[src/rtl/fetch_redirect_ctrl_if.sv]
// Purpose : bundles the fetch-response, IF/ID and redirect signals that
//           surround fetch_redirect_ctrl into one interface.
// Ports   : redirect_* from EXU, ifu_* to/from IFU, f_* to/from IF/ID,
//           flush_o to IF/ID+IDU, pc_redirect_* to IFU.
// Modports: slave  = the redirect controller itself (drives the *_o nets)
//           master = the surrounding pipeline (drives the *_i nets)
interface fetch_redirect_ctrl_if #(
  parameter int PC_W   = 32,
  parameter int INST_W = 32
);

  // EXU redirect request
  logic              redirect_valid_i;
  logic [PC_W-1:0]   redirect_pc_i;

  // IFU request metering
  logic              ifu_req_fire_i;
  logic              ifu_req_allow_o;

  // IFU fetch response
  logic              ifu_rsp_valid_i;
  logic [INST_W-1:0] ifu_rsp_inst_i;
  logic [PC_W-1:0]   ifu_rsp_pc_i;
  logic              ifu_rsp_ready_o;

  // IF/ID stage
  logic              f_valid_o;
  logic [INST_W-1:0] f_inst_o;
  logic [PC_W-1:0]   f_pc_o;
  logic              f_ready_i;
  logic              flush_o;

  // new pc to IFU
  logic              pc_redirect_valid_o;
  logic [PC_W-1:0]   pc_redirect_o;

  modport slave (
    input  redirect_valid_i, redirect_pc_i,
    input  ifu_req_fire_i,
    output ifu_req_allow_o,
    input  ifu_rsp_valid_i, ifu_rsp_inst_i, ifu_rsp_pc_i,
    output ifu_rsp_ready_o,
    output f_valid_o, f_inst_o, f_pc_o,
    input  f_ready_i,
    output flush_o,
    output pc_redirect_valid_o, pc_redirect_o
  );

  modport master (
    output redirect_valid_i, redirect_pc_i,
    output ifu_req_fire_i,
    input  ifu_req_allow_o,
    output ifu_rsp_valid_i, ifu_rsp_inst_i, ifu_rsp_pc_i,
    input  ifu_rsp_ready_o,
    input  f_valid_o, f_inst_o, f_pc_o,
    output f_ready_i,
    input  flush_o,
    input  pc_redirect_valid_o, pc_redirect_o
  );

endinterface

[src/rtl/fetch_redirect_ctrl.sv]
// Purpose : sequences fetch responses into IF/ID; on an EXU redirect it
//           flushes IF/ID, forwards the new pc to the IFU one cycle later
//           and silently consumes every wrong-path response still in flight.
//           Also meters outstanding IFU requests (at most MAX_OUT).
// Latency : response -> IF/ID is combinational (0 cycles) in RUN;
//           redirect -> pc_redirect_valid_o/pc_redirect_o is 1 cycle.
// Backpressure: in RUN ifu_rsp_ready_o follows f_ready_i; during a redirect
//           cycle and in DRAIN responses are always accepted and dropped.
// Ports   : clk_i, rst_i (async, active-high) plus bus (fetch_redirect_ctrl_if.slave).
// Option  : define YSYX_23060251_REDIRECT_STATS_EN to add saturating
//           redirect_cnt_o / dropped_cnt_o statistics ports.
module fetch_redirect_ctrl #(
  parameter int PC_W    = 32,
  parameter int INST_W  = 32,
  parameter int MAX_OUT = 4
) (
  input  logic                  clk_i,
  input  logic                  rst_i,
  fetch_redirect_ctrl_if.slave  bus
`ifdef YSYX_23060251_REDIRECT_STATS_EN
  ,
  output logic [31:0]           redirect_cnt_o,
  output logic [31:0]           dropped_cnt_o
`endif
);

  localparam int CNT_W = $clog2(MAX_OUT + 1);
  localparam logic [CNT_W-1:0] MAX_CNT = CNT_W'(MAX_OUT);
  localparam logic [CNT_W-1:0] ONE     = CNT_W'(1);

  typedef enum logic {
    RUN   = 1'b0,
    DRAIN = 1'b1
  } state_t;

  state_t            state;
  logic [CNT_W-1:0]  out_cnt;
  logic [CNT_W-1:0]  drop_cnt;
  logic [CNT_W-1:0]  out_cnt_nxt;
  logic              pc_redirect_valid_q;
  logic [PC_W-1:0]   pc_redirect_q;

  logic              redirect;
  logic              in_drain;
  logic              rsp_ready;
  logic              rsp_fire;
  logic              req_fire;
  logic [INST_W-1:0] rsp_inst;
  logic [PC_W-1:0]   rsp_pc;

  assign redirect = bus.redirect_valid_i;
  assign in_drain = (state == DRAIN);
  assign req_fire = bus.ifu_req_fire_i;
  assign rsp_inst = bus.ifu_rsp_inst_i;
  assign rsp_pc   = bus.ifu_rsp_pc_i;

  // Anything arriving in a redirect cycle or while draining is wrong-path,
  // so it is accepted unconditionally and never shown to IF/ID.
  assign rsp_ready = redirect | in_drain | bus.f_ready_i;
  assign rsp_fire  = bus.ifu_rsp_valid_i & rsp_ready;

  assign bus.ifu_rsp_ready_o = rsp_ready;
  assign bus.f_valid_o       = bus.ifu_rsp_valid_i & ~redirect & ~in_drain;
  assign bus.f_inst_o        = rsp_inst;
  assign bus.f_pc_o          = rsp_pc;
  assign bus.flush_o         = redirect;
  assign bus.ifu_req_allow_o = ~in_drain & (out_cnt < MAX_CNT) & ~redirect;

  assign bus.pc_redirect_valid_o = pc_redirect_valid_q;
  assign bus.pc_redirect_o       = pc_redirect_q;

  // Outstanding-request count for the next cycle; a request and a response
  // in the same cycle cancel out.
  always_comb begin
    out_cnt_nxt = out_cnt;
    if (req_fire && !rsp_fire) begin
      out_cnt_nxt = out_cnt + ONE;
    end else if (!req_fire && rsp_fire) begin
      out_cnt_nxt = out_cnt - ONE;
    end
  end

  // Control FSM with its registered outputs (pc redirect pulse, counters).
  always_ff @(posedge clk_i or posedge rst_i) begin
    if (rst_i) begin
      state               <= RUN;
      out_cnt             <= '0;
      drop_cnt            <= '0;
      pc_redirect_valid_q <= 1'b0;
      pc_redirect_q       <= '0;
    end else begin
      out_cnt             <= out_cnt_nxt;
      pc_redirect_valid_q <= 1'b0;

      if (redirect) begin
        // Everything still outstanding after this cycle belongs to the old
        // path. A redirect while already draining simply restarts the drain
        // with the newest target.
        pc_redirect_valid_q <= 1'b1;
        pc_redirect_q       <= bus.redirect_pc_i;
        drop_cnt            <= out_cnt_nxt;
        state               <= (out_cnt_nxt != '0) ? DRAIN : RUN;
      end else begin
        case (state)
          RUN: begin
            state <= RUN;
          end
          DRAIN: begin
            if (drop_cnt == '0) begin
              state <= RUN;
            end else if (rsp_fire) begin
              drop_cnt <= drop_cnt - ONE;
              if (drop_cnt == ONE) begin
                state <= RUN;
              end
            end
          end
          default: begin
            state <= RUN;
          end
        endcase
      end
    end
  end

`ifdef YSYX_23060251_REDIRECT_STATS_EN
  logic [31:0] redirect_cnt_q;
  logic [31:0] dropped_cnt_q;

  // Both counters stick at all-ones instead of wrapping.
  always_ff @(posedge clk_i or posedge rst_i) begin
    if (rst_i) begin
      redirect_cnt_q <= '0;
      dropped_cnt_q  <= '0;
    end else begin
      if (redirect && (redirect_cnt_q != 32'hFFFF_FFFF)) begin
        redirect_cnt_q <= redirect_cnt_q + 32'd1;
      end
      if (rsp_fire && (redirect || in_drain) && (dropped_cnt_q != 32'hFFFF_FFFF)) begin
        dropped_cnt_q <= dropped_cnt_q + 32'd1;
      end
    end
  end

  assign redirect_cnt_o = redirect_cnt_q;
  assign dropped_cnt_o  = dropped_cnt_q;
`endif

  // Protocol checks on the IFU side. The redirect arrives late in the cycle,
  // so a request the IFU launched in that same cycle is legal: it is counted
  // and later drained like any other wrong-path fetch.
  a_req_allowed : assert property (@(posedge clk_i) disable iff (rst_i)
    req_fire |-> (bus.ifu_req_allow_o | redirect));

  a_req_no_overflow : assert property (@(posedge clk_i) disable iff (rst_i)
    (req_fire & ~rsp_fire) |-> (out_cnt != MAX_CNT));

  a_rsp_outstanding : assert property (@(posedge clk_i) disable iff (rst_i)
    rsp_fire |-> (out_cnt != '0));

endmodule
[src/flat_wrapper.sv]
// flat-port wrapper written by rule: the top's interface ports become plain ports
module fetch_redirect_ctrl_flat 
#(
  parameter int PC_W    = 32,
  parameter int INST_W  = 32,
  parameter int MAX_OUT = 4
)
  (clk_i, rst_i, bus_redirect_valid_i, bus_redirect_pc_i, bus_ifu_req_fire_i, bus_ifu_req_allow_o, bus_ifu_rsp_valid_i, bus_ifu_rsp_inst_i, bus_ifu_rsp_pc_i, bus_ifu_rsp_ready_o, bus_f_valid_o, bus_f_inst_o, bus_f_pc_o, bus_f_ready_i, bus_flush_o, bus_pc_redirect_valid_o, bus_pc_redirect_o);
  fetch_redirect_ctrl_if #(.PC_W(PC_W), .INST_W(INST_W)) bus_i ();
  input  logic clk_i;
  input  logic rst_i;
  input wire logic [$bits(bus_i.redirect_valid_i)-1:0] bus_redirect_valid_i;
  input wire logic [$bits(bus_i.redirect_pc_i)-1:0] bus_redirect_pc_i;
  input wire logic [$bits(bus_i.ifu_req_fire_i)-1:0] bus_ifu_req_fire_i;
  output wire logic [$bits(bus_i.ifu_req_allow_o)-1:0] bus_ifu_req_allow_o;
  input wire logic [$bits(bus_i.ifu_rsp_valid_i)-1:0] bus_ifu_rsp_valid_i;
  input wire logic [$bits(bus_i.ifu_rsp_inst_i)-1:0] bus_ifu_rsp_inst_i;
  input wire logic [$bits(bus_i.ifu_rsp_pc_i)-1:0] bus_ifu_rsp_pc_i;
  output wire logic [$bits(bus_i.ifu_rsp_ready_o)-1:0] bus_ifu_rsp_ready_o;
  output wire logic [$bits(bus_i.f_valid_o)-1:0] bus_f_valid_o;
  output wire logic [$bits(bus_i.f_inst_o)-1:0] bus_f_inst_o;
  output wire logic [$bits(bus_i.f_pc_o)-1:0] bus_f_pc_o;
  input wire logic [$bits(bus_i.f_ready_i)-1:0] bus_f_ready_i;
  output wire logic [$bits(bus_i.flush_o)-1:0] bus_flush_o;
  output wire logic [$bits(bus_i.pc_redirect_valid_o)-1:0] bus_pc_redirect_valid_o;
  output wire logic [$bits(bus_i.pc_redirect_o)-1:0] bus_pc_redirect_o;
  assign bus_i.redirect_valid_i = bus_redirect_valid_i;
  assign bus_i.redirect_pc_i = bus_redirect_pc_i;
  assign bus_i.ifu_req_fire_i = bus_ifu_req_fire_i;
  assign bus_ifu_req_allow_o = bus_i.ifu_req_allow_o;
  assign bus_i.ifu_rsp_valid_i = bus_ifu_rsp_valid_i;
  assign bus_i.ifu_rsp_inst_i = bus_ifu_rsp_inst_i;
  assign bus_i.ifu_rsp_pc_i = bus_ifu_rsp_pc_i;
  assign bus_ifu_rsp_ready_o = bus_i.ifu_rsp_ready_o;
  assign bus_f_valid_o = bus_i.f_valid_o;
  assign bus_f_inst_o = bus_i.f_inst_o;
  assign bus_f_pc_o = bus_i.f_pc_o;
  assign bus_i.f_ready_i = bus_f_ready_i;
  assign bus_flush_o = bus_i.flush_o;
  assign bus_pc_redirect_valid_o = bus_i.pc_redirect_valid_o;
  assign bus_pc_redirect_o = bus_i.pc_redirect_o;
  fetch_redirect_ctrl #(.PC_W(PC_W), .INST_W(INST_W), .MAX_OUT(MAX_OUT)) u_core (.clk_i(clk_i), .rst_i(rst_i), .bus(bus_i));
endmodule
[config.mk]
export PLATFORM = sky130hd
export DESIGN_NAME = fetch_redirect_ctrl_flat
export DESIGN_NICKNAME = d
export VERILOG_FILES = /design/src/rtl/fetch_redirect_ctrl_if.sv /design/src/rtl/fetch_redirect_ctrl.sv /design/src/flat_wrapper.sv
export SDC_FILE = /design/constraint.sdc
export NUM_CORES = 1
export LEC_CHECK = 0
export CAP_MARGIN = 10
export CORE_MARGIN = 8
export CORE_UTILIZATION = 28
export DETAILED_ROUTE_END_ITERATION = 8
export GPL_ROUTABILITY_DRIVEN = 0
export GPL_TIMING_DRIVEN = 0
export PLACE_DENSITY_LB_ADDON = 0.3
export SETUP_SLACK_MARGIN = 0.2
export SYNTH_ARGS = -nofsm -noshare
export SYNTH_HDL_FRONTEND = slang
export SYNTH_SLANG_ARGS = --single-unit
export TNS_END_PERCENT = 30
[constraint.sdc]
create_clock -name clk_i -period 1.52 [get_ports clk_i]
set_input_delay 0.304 -clock clk_i [delete_from_list [all_inputs] [get_ports clk_i]]
set_output_delay 0.304 -clock clk_i [all_outputs]
set_load 0.005 [all_outputs]
**Yosys cells after proc, flatten, opt, wreduce, memory -nomap -nowiden**

Index checks and enable logic that the tools add are counted.

- $add $sub $neg: 3
- Order comparisons: 1
- Equality and inequality tests: 2
- Multiplexer cells: 13
- Bitwise logic cells: 9
- Reduce and logical (&&, ||, !) cells: 9

Operators with widths:

| operator | count |
|---|---|
| two-way mux 3 bit | 6 |
| two-way mux 1 bit | 6 |
| subtractor 3 x 1 -> 3 bit (second input constant) | 2 |
| bitwise AND 1 bit | 5 |
| nonzero test 2 bit | 2 |
| adder 3 x 1 -> 3 bit (second input constant) | 1 |
| equality test 3 x 1 -> 1 bit (second input constant) | 1 |
| zero test 3 bit | 1 |
| < comparator 3 bit (second input constant) | 1 |
| AND reduction 3 bit | 1 |
| nonzero test 3 bit | 1 |
| logical AND 1 bit | 2 |
| zero test 1 bit | 2 |
| != test 2 bit (second input constant) | 1 |
| inverter 1 bit | 2 |
| bitwise OR 1 bit | 2 |
| one-hot mux 1 bit (2 select lines) | 1 |

- Bits in registers: 40
- Output and inout port bits: 101

**Depth between registers and ports, before layout**

- Depth after elaboration: 9
- Depth in mapped cells: 6

**Least setup slack after synthesis**

Ideal clock, no wire load.

- Kind: reg2reg
- From: reg u_core.state, in the netlist u_core.in_drain
- To: reg u_core.state, in the netlist u_core.in_drain
- Library setup time: 126 ps
- Arrival: 1390 ps
- Slack: 4 ps
- Cell stages (with the launch flop): 5
- Path buffers: 0
- Cell sequence: dfrtp_1 > o31ai_4 > mux2i_1 > xor2_1 > o32a_1

- Longest elaborated chain between the ends: 9

RTL lines:

| element | line | text |
|---|---|---|
| from (decl) | fetch_redirect_ctrl.sv:36 | `state_t state;` |
| from (signal assigned) | fetch_redirect_ctrl.sv:102 | `state <= (out_cnt_nxt != '0) ? DRAIN : RUN;` |
| bitwise OR 1 bit (*) (2 in a row) | fetch_redirect_ctrl.sv:59 | `assign rsp_ready = redirect \| in_drain \| bus.f_ready_i;` |
| bitwise AND 1 bit (*) | fetch_redirect_ctrl.sv:60 | `assign rsp_fire = bus.ifu_rsp_valid_i & rsp_ready;` |
| logical AND 1 bit or zero test 1 bit (tied branches) | fetch_redirect_ctrl.sv:78, fetch_redirect_ctrl.sv:76 |  |
| two-way mux 3 bit or logical AND 1 bit (tied branches) | fetch_redirect_ctrl.sv:78, fetch_redirect_ctrl.sv:76 |  |
| two-way mux 3 bit (*) | fetch_redirect_ctrl.sv:76 | `if (req_fire && !rsp_fire) begin` |
| named net u_core.out_cnt_nxt[2] | fetch_redirect_ctrl.sv:39 | `logic [CNT_W-1:0] out_cnt_nxt;` |
| nonzero test 3 bit (*) | fetch_redirect_ctrl.sv:102 |  |
| two-way mux 1 bit (*) | fetch_redirect_ctrl.sv:102 |  |
| two-way mux 1 bit (*) | fetch_redirect_ctrl.sv:95 | `if (redirect) begin` |

Mark *: on every way through the listed nets, which the timed path passes. The rest lies on a longest branch.
A chain may end at the register's enable or synchronous reset.

**Final worst setup path**

Ends and elaborated chain as after synthesis.

==> results by group <==
Run status
  • Status: finished with violations
  • Failing checks: setup timing

Logic synthesis
  • Syn Area/Cell: 12.17 sq um
  • Register area share after synthesis: 45.95%
  • Netlist cell types: 24
  • Syn Nets: 286
  • Synth Instances: 179
  • Warnings from Yosys: 0
  • Syn Std Cell Area: 2178 sq um
  • Yosys reg bits: 40

Timing
  • RSZ-0062 raised after global routing: yes
  • Setup WS post-layout: -123.5 ps
  • Final Max Tran Viols: 0
  • Final hold viol count: 0
  • Period minus WS final: 1643 ps
  • Slew HR: 62.68%
  • Worst Tran Pin Value: approximately 560 ps
  • # setup viols final: 5
  • Clk_skew: between 0.15 and 0.2 ps
  • FMAX: 608.5 MHz
  • Crit share post-route: 108.1%

Global routing
  • All-layer global routing usage: between 10% and 20%
  • Antenna violations before repair: 0
  • Vias in the first global route: around 2000
  • First-pass GRT wire length: 11.12 mm
  • Total grt overflow: 0
  • Largest net degree at the start of global routing: 33

Critical path
  • Crit-path max cell delay: approximately 430 ps
  • Worst path cell trace: buf_6, o31ai_4, mux2i_1, xor2_1, o32a_1
  • Crit-path slowest cell: dfrtp_2
  • FF-to-FF End: u_core.in_drain$_DFF_PP0_
  • Crit. Startpoint: u_core.in_drain$_DFF_PP0_
  • WP buf/inv: 1
  • Crit end category: flip-flop
  • Setup slack, reg-to-reg: -120 ps
  • Crit path depth: 5
  • WP data arrival: 1810 ps
  • Worst-path fanout max: 4
  • Critical path endpoint: u_core.in_drain$_DFF_PP0_
  • R2R cell count: 5
  • Top delay family on crit path: compound AO/OA/AOI/OAI gates
  • Reg2Reg Launch Point: u_core.in_drain$_DFF_PP0_
  • CP Data Required Time: about 1700 ps
  • Kind of start point of the critical path: flip-flop
  • WS Path Type: flip-flop to flip-flop

Worst hold path
  • Hold crit path type: primary input to flip-flop
  • Hold Path Depth: 1

Floorplan
  • Die Ht: 104.2 um
  • Initial Utilization: 28.48%
  • Ports: just over 200
  • Die X: 104.2 um
  • Row Count: 32
  • Full die area: 10860 sq um
  • Core Box Area: 7647 sq um

Job
  • Max cap viols: 0

Route
  • Final WL: about 7 mm
  • Via density: 4.037
  • WL/cell: approximately 16 um
  • Remaining DRCs: 0
  • DR iter-0 viols: 33
  • Via count: 1756
  • 1st-pass router iterations: 2
  • Routed Antenna Nets: 0

Power
  • Cell area power density: 887.0 nW/um^2
  • Comb pwr share: 38.5%
  • Peak VDD IR: 0.5648 mV
  • Net switching power: 947.3 uW
  • Sequential power share: between 30% and 40%
  • Leakage: 1.771 nW
  • Switching Share: ~28%
  • Clock power share: 22.1%
  • P_int: 2.497 mW

Finish
  • Area Growth Syn to Fin: 78.29%
  • Commonest non-fill, non-tap cell in the layout: clkdlybuf4s50_1
  • End-of-flow core utilization: 50.79%
  • Cell Count, Final, Fillers Out: 435
  • Share of cells above drive strength 1: 39.94%
  • Fill cells: 696
  • Ant diodes: 0
  • Final #Nets: 440
  • Commonest non-fill, non-tap cells in the layout: clkdlybuf4s50_1, buf_4, dfrtp_1, dlygate4sd2_1, mux2_2

Place
  • Pre-CTS WS: -1254 ps
  • DP Wirelength: 5.897 mm
  • Port bufs: 138
  • Placed cell count: 420

Clock tree
  • Root buffer cell: clkbuf_8
  • Clock Tree Buf Depth: 2
  • CTS tree: done
  • Total CTS buffers: 5
  • CTS clk-pin slew, worst paths: 80 ps
  • Clock Sinks: 40
  • Later-pin clock latency in the skew report: ~280 ps
  • Htree depth: 2
  • # hold bufs at CTS: 0
## through the flow
stage	power, mW	TNS [ps]	hold WS (ps)	cell area [sq um]
floorplan	1.987	0	335.4	2180
global placement	2.564	-55740	489.3	3689
detailed placement	2.602	-27870	494.6	3709
CTS	3.464	-601.6	181.7	3869
global route	3.678	-922.0	184.7	3884
finish	3.445	-464.5	190.1	3884
## final cells by class
cell class / instances / area, sq um / area share (%)
plain buffers: 69 / 520.5 / 13.40
clock buffers: 7 / 96.34 / 2.481
inverters: 6 / 22.52 / 0.5799
multi-input cells: 64 / 691.9 / 17.82
flip-flops and latches: 40 / 1002 / 25.81
well taps: 102 / 127.6 / 3.286
repair buffers: 147 / 1423 / 36.63
## how the worst min path moves through the flow
stage                                                   from                                  endpoint
floorplan                               bus_redirect_valid_i  u_core.bus.pc_redirect_valid_o$_DFF_PP0_
global placement    u_core.bus.pc_redirect_o[23]$_DFFE_PP0P_  u_core.bus.pc_redirect_o[23]$_DFFE_PP0P_
detailed placement   u_core.bus.pc_redirect_o[0]$_DFFE_PP0P_   u_core.bus.pc_redirect_o[0]$_DFFE_PP0P_
CTS                                     bus_redirect_valid_i  u_core.bus.pc_redirect_valid_o$_DFF_PP0_
global route                            bus_redirect_valid_i  u_core.bus.pc_redirect_valid_o$_DFF_PP0_
finish                                  bus_redirect_valid_i  u_core.bus.pc_redirect_valid_o$_DFF_PP0_
## cells in the mapped netlist
cell | number | share of area, %
o211ai_1 | 1 | 0.34
a221oi_1 | 1 | 0.40
o31ai_4 | 1 | 0.98
dfrtp_1 | 40 | 46
inv_1 | 6 | 1.0
buf_4 | 65 | 22
nor3b_1 | 2 | 0.69
xor2_1 | 3 | 1.2
o2111ai_1 | 1 | 0.40
xnor2_1 | 3 | 1.2
a21oi_1 | 1 | 0.23
o32a_1 | 1 | 0.46
nand2_1 | 1 | 0.17
buf_2 | 1 | 0.23
nor2b_1 | 2 | 0.57
clkbuf_1 | 3 | 0.52
o311ai_0 | 1 | 0.40
mux2_2 | 34 | 18
nand2b_1 | 2 | 0.57
or3_1 | 1 | 0.29
mux2i_1 | 2 | 0.92
ha_1 | 5 | 2.9
o21a_1 | 1 | 0.34
nor3_1 | 1 | 0.23
## what timing repair did
item | CTS | global route
cloned | 0 | 0
setup endpoints to repair | 76 | 9
pin swaps | 5 | 5
resized for setup | 69 | 6
setup buffers | 8 | 0
## per-layer routing
layer	up-vias	GRT usage [%]	wire length, um
met5	-	0	0
met4	0	2.792	38
met3	5	5.700	718
met2	107	23.19	3706
met1	808	12.93	2557
li1	836	-	-
## power groups by stage
stage	logic [mW]	registers [mW]	clock network, mW
after floorplan	0.606	1.38	0
after global placement	1.18	1.38	0
after detailed placement	1.21	1.39	0
after CTS	1.31	1.35	0.801
after global routing	1.47	1.38	0.827
final	1.33	1.36	0.761
## flip-flops by register name (all words and copies together), names as in the netlist
register,cells
u_core.bus.pc_redirect_valid_o,1
u_core.drop_cnt,3
u_core.in_drain,1
u_core.bus.pc_redirect_o,32
u_core.out_cnt,3
## logic make-up (layout without fill, tap and decap cells)
logic type,after synthesis,after routing,synth area share (%)
mux,36,36,18.50
fa+ha+maj,5,5,2.872
compound gates,8,8,3.561
flops,40,40,45.95
xor+xnor,6,6,2.413
simple gates,9,9,2.527
buf+inv,75,229,24.18
(Power assumes the default switching activity.)
